File: src/rtl/i2c_frame_sequencer_pkg.sv
// i2c_frame_pkg: shared types and defaults for the I2C frame sequencer.
//   state_e        sequencer FSM states
//   *_DEFAULT      default slave address and watchdog limit
//   xor_checksum   XOR of the first n bytes of a zero-extended byte vector
package i2c_frame_pkg;

    typedef enum logic [3:0] {
        IDLE,
        START_ISSUE,
        START_WAIT,
        WR_ISSUE,
        WR_WAIT,
        STOP_ISSUE,
        STOP_WAIT,
        DONE,
        ERROR
    } state_e;

    localparam logic [6:0]  SLV_ADDR_DEFAULT = 7'h2A;
    localparam int unsigned TIMEOUT_DEFAULT  = 20000;
    localparam int          MAX_BYTES        = 15;

    function automatic logic [7:0] xor_checksum(input logic [MAX_BYTES*8-1:0] data,
                                                input int n);
        logic [7:0] acc;
        acc = 8'h00;
        for (int i = 0; i < MAX_BYTES; i++) begin
            if (i < n) acc = acc ^ data[i*8 +: 8];
        end
        return acc;
    endfunction

endpackage

File: src/rtl/i2c_frame_sequencer_if.sv
// i2c_frame_sequencer_if: control bus between the frame sequencer and the
// I2C byte master.
//   m_ready    master idle or holding between bytes
//   m_tx_done  master finished shifting the current byte
//   m_tx_data  byte presented to the master
//   m_start    START request
//   m_stop     STOP request
//   m_i2c_en   qualifier for start/stop/write requests
// Modports: master = sequencer side (drives the controls),
//           slave  = I2C byte master side.
interface i2c_frame_sequencer_if;

    logic       m_ready;
    logic       m_tx_done;
    logic [7:0] m_tx_data;
    logic       m_start;
    logic       m_stop;
    logic       m_i2c_en;

    modport master (
        input  m_ready, m_tx_done,
        output m_tx_data, m_start, m_stop, m_i2c_en
    );

    modport slave (
        output m_ready, m_tx_done,
        input  m_tx_data, m_start, m_stop, m_i2c_en
    );

endinterface

File: src/rtl/i2c_frame_sequencer_watchdog.sv
// i2c_watchdog: no-progress timer for the frame sequencer.
//   clk, reset   clock, async active-low reset
//   clear        restart from zero (state change)
//   enable       count this cycle (waiting on the master)
//   expire       count has reached TIMEOUT-1 while enabled
module i2c_watchdog #(
    parameter int unsigned TIMEOUT = 20000
) (
    input  logic clk,
    input  logic reset,
    input  logic clear,
    input  logic enable,
    output logic expire
);

    localparam int CW = (TIMEOUT > 2) ? $clog2(TIMEOUT) : 1;
    localparam logic [CW-1:0] LIMIT = CW'(TIMEOUT - 1);

    logic [CW-1:0] cnt;

    assign expire = enable && (cnt == LIMIT);

    always_ff @(posedge clk or negedge reset) begin
        if (!reset) begin
            cnt <= '0;
        end else if (clear) begin
            cnt <= '0;
        end else if (enable && !expire) begin
            cnt <= cnt + 1'b1;
        end
    end

endmodule

File: src/rtl/i2c_frame_sequencer.sv
// i2c_frame_sequencer: sends one frame (START, address+W, NUM_BYTES payload
// bytes, optional XOR checksum, STOP) through an I2C byte master, pacing
// only on the master's ready/tx_done, with a watchdog that parks in ERROR.
// Optional feature macro: I2C_FRAME_CKSUM_EN appends the XOR checksum byte.
//   clk, reset  clock, async active-low reset (the master shares this reset)
//   send_req    frame request, accepted only while req_ready
//   send_data   payload, byte 0 in [7:0] goes first
//   req_ready   high in IDLE
//   busy        high outside IDLE
//   done        one-cycle pulse after STOP completes
//   err         watchdog error, held until reset
//   i2c         control bus to the I2C byte master
//
// state       | meaning
// IDLE        | waiting for send_req with master ready
// START_ISSUE | one-cycle START request
// START_WAIT  | waiting for master to reach hold after START
// WR_ISSUE    | one-cycle write request, master latches m_tx_data
// WR_WAIT     | waiting for tx_done then ready
// STOP_ISSUE  | one-cycle STOP request
// STOP_WAIT   | waiting for master to return to idle
// DONE        | done pulse
// ERROR       | watchdog expired, terminal until reset
module i2c_frame_sequencer
    import i2c_frame_pkg::*;
#(
    parameter int          NUM_BYTES = 4,
    parameter logic [6:0]  SLV_ADDR  = SLV_ADDR_DEFAULT,
    parameter int unsigned TIMEOUT   = TIMEOUT_DEFAULT
) (
    input  logic                   clk,
    input  logic                   reset,
    input  logic                   send_req,
    input  logic [NUM_BYTES*8-1:0] send_data,
    output logic                   req_ready,
    output logic                   busy,
    output logic                   done,
    output logic                   err,
    i2c_frame_sequencer_if.master  i2c
);

`ifdef I2C_FRAME_CKSUM_EN
    localparam int LAST = NUM_BYTES + 1;
`else
    localparam int LAST = NUM_BYTES;
`endif
    localparam int IDX_W = 5;

    state_e                 state, state_next;
    logic [IDX_W-1:0]       idx, idx_next;
    logic [NUM_BYTES*8-1:0] frame_buf;
    logic                   load;
    logic                   seen_busy, seen_busy_next;
    logic                   seen_done, seen_done_next;
    logic                   in_wait;
    logic                   wd_clear;
    logic                   wd_expire;
    logic [7:0]             cur_byte;

`ifdef I2C_FRAME_CKSUM_EN
    logic [MAX_BYTES*8-1:0] buf_ext;
    logic [7:0]             cksum;

    always_comb begin
        buf_ext = '0;
        buf_ext[NUM_BYTES*8-1:0] = frame_buf;
        cksum = xor_checksum(buf_ext, NUM_BYTES);
    end
`endif

    always_comb begin
        cur_byte = 8'h00;
        if (idx == '0) cur_byte = {SLV_ADDR, 1'b0};
        for (int k = 0; k < NUM_BYTES; k++) begin
            if (idx == IDX_W'(k + 1)) cur_byte = frame_buf[k*8 +: 8];
        end
`ifdef I2C_FRAME_CKSUM_EN
        if (idx == IDX_W'(LAST)) cur_byte = cksum;
`endif
    end

    assign in_wait  = (state == START_WAIT) || (state == WR_WAIT) || (state == STOP_WAIT);
    assign wd_clear = (state_next != state);

    i2c_watchdog #(.TIMEOUT(TIMEOUT)) u_watchdog (
        .clk    (clk),
        .reset  (reset),
        .clear  (wd_clear),
        .enable (in_wait),
        .expire (wd_expire)
    );

    // Progress is checked before the watchdog in every wait state, so a
    // master that answers on the last allowed cycle still wins.
    always_comb begin
        state_next     = state;
        idx_next       = idx;
        load           = 1'b0;
        seen_busy_next = seen_busy;
        seen_done_next = seen_done;

        case (state)
            IDLE: begin
                if (send_req && i2c.m_ready) begin
                    state_next = START_ISSUE;
                    idx_next   = '0;
                    load       = 1'b1;
                end
            end
            START_ISSUE: state_next = START_WAIT;
            START_WAIT: begin
                if (!i2c.m_ready) seen_busy_next = 1'b1;
                if (i2c.m_ready && seen_busy) state_next = WR_ISSUE;
                else if (wd_expire)           state_next = ERROR;
            end
            WR_ISSUE: state_next = WR_WAIT;
            WR_WAIT: begin
                if (!i2c.m_ready) seen_busy_next = 1'b1;
                // tx_done only counts once the master has visibly started
                // the byte, so a stale flag cannot complete it early.
                if (i2c.m_tx_done && (seen_busy || !i2c.m_ready)) seen_done_next = 1'b1;
                if (i2c.m_ready && seen_done) begin
                    if (idx == IDX_W'(LAST)) begin
                        state_next = STOP_ISSUE;
                    end else begin
                        state_next = WR_ISSUE;
                        idx_next   = idx + 1'b1;
                    end
                end else if (wd_expire) begin
                    state_next = ERROR;
                end
            end
            STOP_ISSUE: state_next = STOP_WAIT;
            STOP_WAIT: begin
                if (!i2c.m_ready) seen_busy_next = 1'b1;
                if (i2c.m_ready && seen_busy) state_next = DONE;
                else if (wd_expire)           state_next = ERROR;
            end
            DONE:    state_next = IDLE;
            ERROR:   state_next = ERROR;
            default: state_next = IDLE;
        endcase

        if (state_next != state) begin
            seen_busy_next = 1'b0;
            seen_done_next = 1'b0;
        end
    end

    always_ff @(posedge clk or negedge reset) begin
        if (!reset) begin
            state     <= IDLE;
            idx       <= '0;
            frame_buf <= '0;
            seen_busy <= 1'b0;
            seen_done <= 1'b0;
        end else begin
            state     <= state_next;
            idx       <= idx_next;
            seen_busy <= seen_busy_next;
            seen_done <= seen_done_next;
            if (load) frame_buf <= send_data;
        end
    end

    // Controls are asserted only in the one-cycle *_ISSUE states; an enable
    // left high while the master holds would launch an extra write.
    assign req_ready     = (state == IDLE);
    assign busy          = (state != IDLE);
    assign done          = (state == DONE);
    assign err           = (state == ERROR);
    assign i2c.m_start   = (state == START_ISSUE);
    assign i2c.m_stop    = (state == STOP_ISSUE);
    assign i2c.m_i2c_en  = (state == START_ISSUE) || (state == WR_ISSUE) || (state == STOP_ISSUE);
    assign i2c.m_tx_data = (state == IDLE) ? 8'h00 : cur_byte;

endmodule

File: src/flat_wrapper.sv
// flat-port wrapper written by rule: the top's interface ports become plain ports
module i2c_frame_sequencer_flat import i2c_frame_pkg::*;
#(
    parameter int          NUM_BYTES = 4,
    parameter logic [6:0]  SLV_ADDR  = SLV_ADDR_DEFAULT,
    parameter int unsigned TIMEOUT   = TIMEOUT_DEFAULT
)
  (clk, reset, send_req, send_data, req_ready, busy, done, err, i2c_m_ready, i2c_m_tx_done, i2c_m_tx_data, i2c_m_start, i2c_m_stop, i2c_m_i2c_en);
  i2c_frame_sequencer_if i2c_i ();
  input  logic clk;
  input  logic reset;
  input  logic send_req;
  input  logic [NUM_BYTES*8-1:0] send_data;
  output logic req_ready;
  output logic busy;
  output logic done;
  output logic err;
  input wire logic [$bits(i2c_i.m_ready)-1:0] i2c_m_ready;
  input wire logic [$bits(i2c_i.m_tx_done)-1:0] i2c_m_tx_done;
  output wire logic [$bits(i2c_i.m_tx_data)-1:0] i2c_m_tx_data;
  output wire logic [$bits(i2c_i.m_start)-1:0] i2c_m_start;
  output wire logic [$bits(i2c_i.m_stop)-1:0] i2c_m_stop;
  output wire logic [$bits(i2c_i.m_i2c_en)-1:0] i2c_m_i2c_en;
  assign i2c_i.m_ready = i2c_m_ready;
  assign i2c_i.m_tx_done = i2c_m_tx_done;
  assign i2c_m_tx_data = i2c_i.m_tx_data;
  assign i2c_m_start = i2c_i.m_start;
  assign i2c_m_stop = i2c_i.m_stop;
  assign i2c_m_i2c_en = i2c_i.m_i2c_en;
  i2c_frame_sequencer #(.NUM_BYTES(NUM_BYTES), .SLV_ADDR(SLV_ADDR), .TIMEOUT(TIMEOUT)) u_core (.clk(clk), .reset(reset), .send_req(send_req), .send_data(send_data), .req_ready(req_ready), .busy(busy), .done(done), .err(err), .i2c(i2c_i));
endmodule
File: config.mk
export PLATFORM = sky130hd
export DESIGN_NAME = i2c_frame_sequencer_flat
export DESIGN_NICKNAME = d
export VERILOG_FILES = /design/src/rtl/i2c_frame_sequencer_pkg.sv /design/src/rtl/i2c_frame_sequencer_if.sv /design/src/rtl/i2c_frame_sequencer_watchdog.sv /design/src/rtl/i2c_frame_sequencer.sv /design/src/flat_wrapper.sv
export SDC_FILE = /design/constraint.sdc
export NUM_CORES = 1
export LEC_CHECK = 0
export CORE_ASPECT_RATIO = 1.4
export CORE_UTILIZATION = 53
export CTS_BUF_LIST = sky130_fd_sc_hd__clkbuf_4
export DETAILED_ROUTE_END_ITERATION = 12
export GPL_TIMING_DRIVEN = 0
export PLACE_DENSITY = 0.8
export SLEW_MARGIN = 20
export SYNTH_ARGS = -nofsm -noshare
export SYNTH_HDL_FRONTEND = slang
export SYNTH_SLANG_ARGS = --single-unit
File: constraint.sdc
create_clock -name clk -period 2.8 [get_ports clk]
set_clock_uncertainty 0.2 [all_clocks]
set_input_delay 0.84 -clock clk [delete_from_list [all_inputs] [get_ports clk]]
set_output_delay 0.84 -clock clk [all_outputs]
set_load 0.01 [all_outputs]
======== Yosys cells after proc, flatten, opt, wreduce, memory -nomap -nowiden ========
Cells that the tools add are included.
W data, S select, Z words.
word-level totals
  word-level logic and storage cells ...... 78
  output and inout port bits .............. 15
  bits in latches ......................... 0
  bits in read-only memories .............. 0
  bits of input ports ..................... 37
  memories kept ........................... 0
  bits in registers ....................... 58
  memory bits (writable) .................. 0
operators by class
  mux-type cells .......................... 27
  reduce and logical (&&, ||, !) cells .... 25
  add/sub/neg operators ................... 2
  bitwise operators ....................... 0
  magnitude comparators ................... 0
  shifts and indexed selects .............. 0
  eq/ne operators ......................... 18
  multipliers ............................. 0
  divide/modulo/power cells ............... 0
operators by type and width
  kind                     count
  $mux W8                  5
  $pmux W4 S8              1
  $mux W15                 2
  $mux W4                  5
  $eq A4 B3 Y1 const B     4
  $add A15 B1 Y15 const B  1
  $eq A15 B15 Y1 const B   1
  $mux W5                  3
  $eq A5 B2 Y1 const B     2
  $pmux W5 S2              1
  $reduce_bool A2 Y1       5
  $eq A4 B2 Y1 const B     2
  $mux W1                  8
  $mux W7                  1
  $logic_and A1 B1 Y1      6
  $add A5 B1 Y5 const B    1
  $eq A5 B1 Y1 const B     1
  $eq A5 B3 Y1 const B     1
  $logic_not A5 Y1         1
  $logic_or A1 B1 Y1       5
  $eq A4 B1 Y1 const B     1
  $eq A4 B4 Y1 const B     1
  $logic_not A4 Y1         1
  $ne A2 B1 Y1 const B     2
  8 further kinds          11

======== Depth between registers and ports, before layout ========
  word-level depth ........................ 10
  depth in mapped cells ................... 10
  mapped depth without buffers ............ 7

======== Cells and area by module ========
Synthesis repeated with hierarchy kept, for this count alone.
unflattened totals
  cell total of the unflattened synthesis .. 356
  area total of the unflattened synthesis .. 3103.0 um2
modules (own cells, without submodules)
  module               cells an instance  seq. area each (um2)  instances  area an instance (um2)
  i2c_frame_sequencer  271                1076.0                1          2264.7
  i2c_watchdog         85                 375.4                 1          838.3

======== Least setup slack after synthesis ========
Ideal clock, no wire load.
  path kind ............................... register -> output
  from .................................... register u_core.idx[0]
  to ...................................... output port i2c_m_tx_data[2]
  buffers on the path ..................... 1
  path slack .............................. 0.226 ns
  cell stages (with the launch flop) ...... 7
  data required time ...................... 1.760 ns
  arrival time ............................ 1.534 ns
  cells stage by stage .................... dfrtp_1 -> inv_1 -> ha_1 -> nor4bb_1 -> clkbuf_1 -> nor2b_1 -> a32o_1
on the way
  word-level cells in the longest chain between the ends .. 7
  elaborated cells on any way between the ends .. 11
  classes of those cells .................. eq/ne: 4; mux: 6; reduce/logical: 1
RTL lines
  element                 RTL line                    source
  start, declared         i2c_frame_sequencer.sv:50   logic [IDX_W-1:0] idx, idx_next;
  start signal, assigned  i2c_frame_sequencer.sv:159  idx <= idx_next;
  $logic_not A5 Y1        i2c_frame_sequencer.sv:73   if (idx == '0) cur_byte = {SLV_ADDR, 1'b0};
  $mux W7                 i2c_frame_sequencer.sv:73
  $mux W8 (3 in a row)    i2c_frame_sequencer.sv:75   if (idx == IDX_W'(k + 1)) cur_byte = frame_buf[k*8 +: 8];
  $mux W8 *               i2c_frame_sequencer.sv:75
  $mux W8 *               i2c_frame_sequencer.sv:175  assign i2c.m_tx_data = (state == IDLE) ? 8'h00 : cur_byte;
  end, declared           flat_wrapper.sv:20          output wire logic [$bits(i2c_i.m_tx_data)-1:0] i2c_m_tx_data;
Mark *: on every way between the ends. The rest lies on a longest branch, timed or not.

======== Worst setup path after layout ========
  from .................................... register u_core.idx[1]
  to ...................................... output port i2c_m_tx_data[4]
The elaborated chain is that of the path after synthesis.

==> results.txt <==
The flow ran to the end, but the final reports show violations. The checks that failed: setup timing. The type of origin of the critical path is a flip-flop.

The flip-flop and latch count after synthesis works out to 58. The multi-input combinational cell area came out at 1560 µm². In this run the power density over the cells is 894 nW/µm².

Clock tree synthesis found a total of 58 sinks. The detailed router placed 2726 vias in this run. After legalization and detailed placement, the total HPWL measured 4.65 mm. After clock tree synthesis, the clock-pin slew on the worst setup and hold paths is 0.09 ns. Setup violations remaining at the end of the flow were counted as 9. The logs give 7.39 mm for the post-detailed-routing wire length and 0.08 ns for the reg-to-reg setup timing slack. TritonCTS built the clock tree. The hold-critical path depth was 2; the share of cell area taken by muxes after synthesis was 1.35%.

VDD sags by at most 0.556 mV. The tools report the kind of capture point of the worst setup path as an output pin. Buffers inserted during clock tree synthesis total 9. By count the netlist is led by 115 x sky130_fd_sc_hd__nand2_1, 58 x sky130_fd_sc_hd__dfrtp_1, 35 x sky130_fd_sc_hd__nor2_1. Count of flip-flops with a built-in enable after synthesis: 0. Counting both buffers and inverters, the worst setup path holds a total of 2. Of all nets on the critical path, the largest fanout is 4. The tools report the initial cell density of the core as 56.4%.

The run gives 0 as the count of yosys warnings during synthesis. Among cell families on the critical path, the largest total delay comes from compound AO/OA/AOI/OAI gates. Setup repair after global routing could not meet its margin everywhere. The tools report the number of antenna violations at the first check in global routing as 0. The number of nets handed over by synthesis was 389. The data arrival time of the critical path is 2.05 ns. The first global-routing pass estimated 12.0 mm of wire. The category of the most critical setup path was reg2out. The type of the tightest min-delay check is reg2reg. At the pin with the least slew margin, the transition time is 0.907 ns. For this run, the top clock speed supported by timing is 0.323 GHz.

After synthesis, flip-flops and latches occupy 48.8% of the total area. The die height is 90.6 µm. Combinational family with the most area after synthesis: simple AND/OR/NAND/NOR gates. Summing the areas of all xor and xnor instances in the mapped netlist gives 4.71% of the synthesized area.

The synthesized netlist devotes 9.97% of its cell area to compound gates. The most used flip-flop cell after synthesis is sky130_fd_sc_hd__dfrtp_1. Area share of the largest cell type after synthesis: 48.8%.

The initialized floorplan defines 31 standard-cell rows. Switching portion of total power: 40.7%. For the largest net degree at the start of global routing, the log shows 59.

Of the total synthesized cell area, the portion taken by full adders, half adders and majority gates is 2.10%. The iteration count of the initial detailed-routing pass is 4. The run gives 1460 µm² as the combined flip-flop and latch cell area.

Static leakage: 1.80 nW. In this run the most critical hold path is launched from u_core.frame_buf[20]. After Yosys synthesis, and, or, nand and nor cells account for 29.7% of the synthesized area.

The number of hold buffers added after CTS came out at 0. In the routed design, unresolved DRC markers number 0. Registers are responsible for 38.1% of the overall power. The portion of the clock cycle consumed by the worst path in the final layout was 110%; the number of antenna repair diodes was 0. The mean instance size in the synthesized netlist came out at 8.57 µm². The slack of the critical path was -0.294 ns; the core area was 5280 µm². The clock network accounts for 13.4% of the total power.

On the worst path, the slowest cell contributes a delay of 0.42 ns. For the worst-skew pair, the clock arrives at the later sink with an insertion delay of 0.39 ns. The tool flagged a number of max-cap violations equal to 0. In this run the cell area of the synthesized design comes to 2970 µm². The share of synthesized registers carrying an async set or reset was 100%; the combinational group share of total power was 48.5%.

The area of the die is 5920 µm². The number of DRC markers after the initial detailed-route iteration is 169, and the number of max-slew violations in the final report is 0. The number of global-route vias before repair is 2626. Once layout is complete, the utilization of the core stands at 74.3%. The critical path goes through inv_2, ha_4, mux2i_1, nor2_1, a21oi_2, o21ai_1, a32o_1, buf_2.

The end point of the most critical hold path is u_core.frame_buf[20]. For this run, the total global-route usage over all layers was measured as 26.6%. CTS placed an instance of sky130_fd_sc_hd__clkbuf_4 at the clock tree root. The netlist uses 42 different library cells. In this run the power spent charging and discharging nets is 1.43 mW.

Among all stages on the critical path, the largest delay is contributed by sky130_fd_sc_hd__dfrtp_1. The worst path in the final design needs a cycle of 3.09 ns, including I/O delays and setup. The remaining antenna violation count was 0; the routability congestion estimate was 0.887. Port buffering added 50 buffers.

The tools report the number of top-level design ports as 52. Internal power comes to 2.08 mW. After filler insertion, the fill cell instance count of the layout stands at 397. The startpoint identified for the worst register-to-register timing path is u_core.u_watchdog.cnt[7]. The width of the chip is 65.3 µm. No sink is reached through more buffers than the 2 on the longest clock path. Yosys instantiated no cell more often than sky130_fd_sc_hd__nand2_1. Measured in cells, the most critical reg-to-reg path has a length of 6. The routed length per instance works out to 15.0 µm. In the final layout, the share of cells above drive strength 1 is 18.3%. The largest total area in the synthesized netlist belongs to sky130_fd_sc_hd__dfrtp_1. The run gives 0 as the overall overflow remaining after global route. Synthesis produced a netlist whose cell count is 347. The count of final hold-check violations came out at 0.

The area growth from synthesis to layout was 31.9%. Using the TritonRoute via totals, the vias-per-cell ratio works out to 5.53. Final setup TNS: -1.79 ns. The worst register-to-register path ends at u_core.u_watchdog.cnt[0]. The relative slew slack was 39.0%. The clock tree synthesis step divided the H-tree into 3 levels. The number of nets in the layout was 465. Yosys attributes the largest share of cell area to sky130_fd_sc_hd__dfrtp_1 49%, sky130_fd_sc_hd__nand2_1 15%, sky130_fd_sc_hd__nor2_1 4.4%, sky130_fd_sc_hd__xnor2_1 3.2%, sky130_fd_sc_hd__a22oi_1 2.5%. For the required time of the worst setup path, the log shows 1.76 ns.
==> power groups by stage <==
stage / Combinational, mW / Clock [mW] / Sequential, mW
after global routing: 1.85 / 0.511 / 1.37
after global placement: 1.38 / 0 / 1.32
after detailed placement: 1.41 / 0 / 1.33
final: 1.70 / 0.469 / 1.34
after floorplan: 0.915 / 0 / 1.27
after CTS: 1.56 / 0.471 / 1.32
==> kinds of logic after synthesis <==
family | count (synthesis)
compound gates | 41
simple gates | 199
xor+xnor | 16
buf+inv | 24
flops | 58
fa+ha+maj | 5
mux | 4
==> per-layer routing <==
| layer | vias to the layer above | global-route usage [%] | wire length (µm) |
|---|---|---|---|
| li1 | 1321 | - | - |
| met1 | 1312 | 32.5 | 3040 |
| met2 | 78 | 44.2 | 3840 |
| met3 | 15 | 6.19 | 331 |
| met4 | 0 | 11.4 | 177 |
| met5 | - | 0 | 0 |
==> final cells by class <==
cell class | count | area share, %
Clock inverter | 5 | 0.574
Sequential cell | 58 | 37.1
Clock buffer | 10 | 1.91
Timing Repair Buffer | 67 | 15.2
Inverter | 7 | 0.766
Tap cell | 66 | 2.11
Multi-Input combinational cell | 265 | 39.9
Buffer | 15 | 2.49
==> layout by cell type (no fill, tap or decap), types with 9 or more instances in the layout <==
cell	Yosys	layout
sky130_fd_sc_hd__buf_4	0	16
sky130_fd_sc_hd__nand2_1	115	114
sky130_fd_sc_hd__clkbuf_4	0	12
sky130_fd_sc_hd__a22oi_2	0	9
sky130_fd_sc_hd__nand3_1	9	9
sky130_fd_sc_hd__buf_2	2	9
sky130_fd_sc_hd__dfrtp_1	58	54
sky130_fd_sc_hd__clkdlybuf4s50_1	0	36
sky130_fd_sc_hd__xnor2_1	11	11
sky130_fd_sc_hd__nor2_1	35	34
==> state kept, by name, indices dropped and copies added (netlist names) <==
register,count
u_core.frame_buf,32
u_core.idx,5
u_core.seen_busy,1
u_core.seen_done,1
u_core.state,4
u_core.u_watchdog.cnt,15
==> how the worst max path moves through the flow <==
stage / start / endpoint / slack [ns] / cells after the start
finish: u_core.idx[1] / i2c_m_tx_data[4] / -0.29 / 8
global route: u_core.idx[1] / i2c_m_tx_data[5] / -0.36 / 8
CTS: u_core.idx[0] / i2c_m_tx_data[6] / -0.20 / 8
detailed placement: u_core.idx[0] / i2c_m_tx_data[2] / -0.57 / 7
global placement: reset / u_core.u_watchdog.cnt[12] / -1.11 / 1
floorplan: u_core.idx[0] / i2c_m_tx_data[2] / 0.23 / 6
==> stage by stage <==
stage	instance area [µm²]	setup slack [ns]	total power [mW]	std cells	hold slack [ns]
final	3920	-0.294	3.50	493	0.287
after global routing	3920	-0.361	3.73	493	0.300
after CTS	3830	-0.198	3.35	486	0.284
after detailed placement	3550	-0.570	2.74	463	0.262
after global placement	3560	-1.11	2.70	463	0.258
after floorplan	2970	0.226	2.19	347	0.245
==> repair_timing <==
item | in CTS | in global routing
pin swaps | 17 | 10
resized for setup | 85 | 11
setup endpoints to repair | 25 | 21
buffers inserted | 10 | 6
cloned | 0 | 1
==> worst min-delay path, delay by kind of cell, from the launching register on <==
family           cells  cell delay, ns
DFF                  1            0.36
and+or+nand+nor      2            0.10
Note: power is estimated with default switching activity, not from simulation.
==> variant (same settings) <==
`NUM_BYTES` is set to 4 in 2 places; all go to 3.
--- a/src/rtl/i2c_frame_sequencer.sv
+++ b/src/rtl/i2c_frame_sequencer.sv
@@ -25,5 +25,5 @@
     import i2c_frame_pkg::*;
 #(
-    parameter int          NUM_BYTES = 4,
+    parameter int          NUM_BYTES = 3,
     parameter logic [6:0]  SLV_ADDR  = SLV_ADDR_DEFAULT,
     parameter int unsigned TIMEOUT   = TIMEOUT_DEFAULT
--- a/src/flat_wrapper.sv
+++ b/src/flat_wrapper.sv
@@ -2,5 +2,5 @@
 module i2c_frame_sequencer_flat import i2c_frame_pkg::*;
 #(
-    parameter int          NUM_BYTES = 4,
+    parameter int          NUM_BYTES = 3,
     parameter logic [6:0]  SLV_ADDR  = SLV_ADDR_DEFAULT,
     parameter int unsigned TIMEOUT   = TIMEOUT_DEFAULT
Interface: changed (resized send_data); port bits go from 52 to 44. No check against the original RTL was run, so the function may have changed too.
==> variant against the unedited design <==
Non-clock buffer count decreased by 6. Worst setup slack improved by 0.11 ns. Die area decreased by 4.1%. Sequential share of layout area decreased by 3.3 points. Total power decreased by 13%. Final cell count decreased by 9.5%. The run still ends with negative setup slack left. Register-to-register slack improved by 0.43 ns. Hold slack got worse by 0.091 ns. Global-route usage about the same. Largest power group unchanged. Utilization decreased by 2.5 points. Sequential cell count decreased by 8. Synthesized area decreased by 4.2%. Routed wire length decreased by 2.1%. Final area decreased by 5.6%.
==> variant: results (changes against the unedited design) <==
The run finished, with violations left. The largest fanout on the critical path is 8 (was 4), and the number of non-clock buffers in the layout is 76 (was 82). The core area came out at 5159 um2 (was 5275 um2). The all-layer global routing usage was 26.66% (was 26.65%); the sequential fraction of the synthesis area was 43.92% (was 48.82%). The routability-driven placement congestion ratio came out at 0.7907 (was 0.8865). Most frequent cells after synthesis: 87 x nand2_1, 50 x dfrtp_1, 11 x nand3_1, 11 x nor2_1, 11 x nor3_1 (was 115 x nand2_1, 58 x dfrtp_1, 35 x nor2_1). The total area of sequential cells is 1255 um2 (was 1456 um2), and the clock share of power is 14.6% (was 13.4%). The fraction of area in non-clock buffers works out to 17.20% (was 17.65%). The cell with the largest stage delay on the worst path was or4b_4 (was dfrtp_1).

The filler cell count is 380 (was 397). The number of nets in the finished design was 413 (was 465). The clock buffer instance count of the final layout is 7 (was 10), and the clock-pin slew of the registers on the worst-case setup and hold paths is 0.15 ns (was 0.09 ns).

The share of the synthesized netlist area taken by xor and xnor gates is 1.845% (was 4.714%), and the post-route worst setup slack is -0.1791 ns (was -0.2938 ns). The tools report the estimated wirelength of the detail-placed design as 4956 um (was 4652 um). The run gives 119 (was 169) as the number of design-rule violations left by the first detailed-router iteration. The number of port buffers was 42 (was 50); the post-synth net total was 348 (was 389). The compound-gate portion of the synthesized area was 13.53% (was 9.975%); the mean number of vias per cell was 5.814 (was 5.529). The proportion of cell area occupied by multi-input gates is 43.68% (was 39.85%), and the worst path arrival time is 1.94 ns (was 2.05 ns).

Total wire length after detailed routing: 7233 um (was 7387 um). Largest registers: u_core.frame_buf x24, u_core.u_watchdog.cnt x15, u_core.idx x5 (was u_core.frame_buf x32, u_core.u_watchdog.cnt x15, u_core.idx x5). Top area cells in the synthesized netlist: dfrtp_1 44%, nand2_1 11%, a211oi_2 3.5%, a221oi_1 2.5%, ha_1 2.2% (was dfrtp_1 49%, nand2_1 15%, nor2_1 4.4%, xnor2_1 3.2%, a22oi_1 2.5%).

The largest net degree at the start of global routing came out at 33 (was 59). Sum of negative setup slack: -0.9542 ns (was -1.786 ns). The switching share of total power is 40.28% (was 40.68%), and the transition time at the pin with the least slew margin is 0.5117 ns (was 0.9072 ns). The run gives 8 (was 9) as the number of setup violations in the final report.

For the portion of total power attributed to sequential cells, the log shows 36.9% (was 38.1%). The fraction of area in clock buffers and inverters was 2.230% (was 2.489%). For the number of distinct standard cells referenced by the synthesized netlist, the log shows 50 (was 42). The wire length of the first global-routing pass was 11580 um (was 12020 um). The worst stage delay on the critical path works out to 0.53 ns (was 0.42 ns).

For the worst vdd rail ir drop, the log shows 461.6 uV (was 555.9 uV). Violations in the final reports: negative setup slack (unchanged). The synthesized-area fraction occupied by adder cells was 2.196% (was 2.104%).
[variant: logic make-up after synthesis]
kind of cell / count (synthesis)
and+or+nand+nor: 181
DFF: 50
AOI/OAI and AO/OA: 47
buffers and inverters: 25
xor gates and xnor gates: 6
adders and majority gates: 5
[variant: timing repair]
action                                 CTS  global route
pin swaps                               13            12
setup endpoints to repair               15             9
buffers inserted                        13             6
endpoints found under the hold margin    0             0
gates resized for setup                 73            14
[variant: layer usage]
layer	up-vias	global-route usage (%)	wire, um
met3	17	4.253	254
met5	-	0	0
met2	75	49.90	3916
met4	0	12.60	210
li1	1235	-	-
met1	1266	29.26	2851
[variant: through the flow]
stage	total power, uW	setup slack (ns)	hold WS, ns	cell area, um2	std cells
3_3_place_gp	2340	-0.7670	0.2588	3352	422
6_report	3043	-0.1791	0.1964	3704	446
3_5_place_dp	2394	-0.5973	0.2628	3367	423
4_1_cts	2951	-0.2206	0.1974	3620	441
5_1_grt	3239	-0.2607	0.1982	3704	446
2_1_floorplan	1925	0.1226	0.2457	2849	314
[variant: worst max-delay path, delay by kind of cell (launching register included)]
family | cells | cell delay [ns]
simple gates | 3 | 0.65
flops | 1 | 0.45
buf+inv | 2 | 0.31
fa+ha+maj | 1 | 0.16
[variant: final timing paths]
| path | slack (ns) | cells past startpoint | endpoint | startpoint |
|---|---|---|---|---|
| worst max register to register | 0.51 | 7 | u_core.u_watchdog.cnt[11] | u_core.state[3] |
| worst min register to register | 0.30 | 2 | u_core.frame_buf[22] | u_core.frame_buf[22] |
| worst min-delay path | 0.20 | 1 | u_core.frame_buf[18] | reset |
| max in group asynchronous | 1.65 | 2 | u_core.idx[1] | reset |
| min in group clk | 0.30 | 2 | u_core.frame_buf[22] | u_core.frame_buf[22] |
| worst max-delay path | -0.18 | 6 | i2c_m_tx_data[1] | u_core.idx[0] |
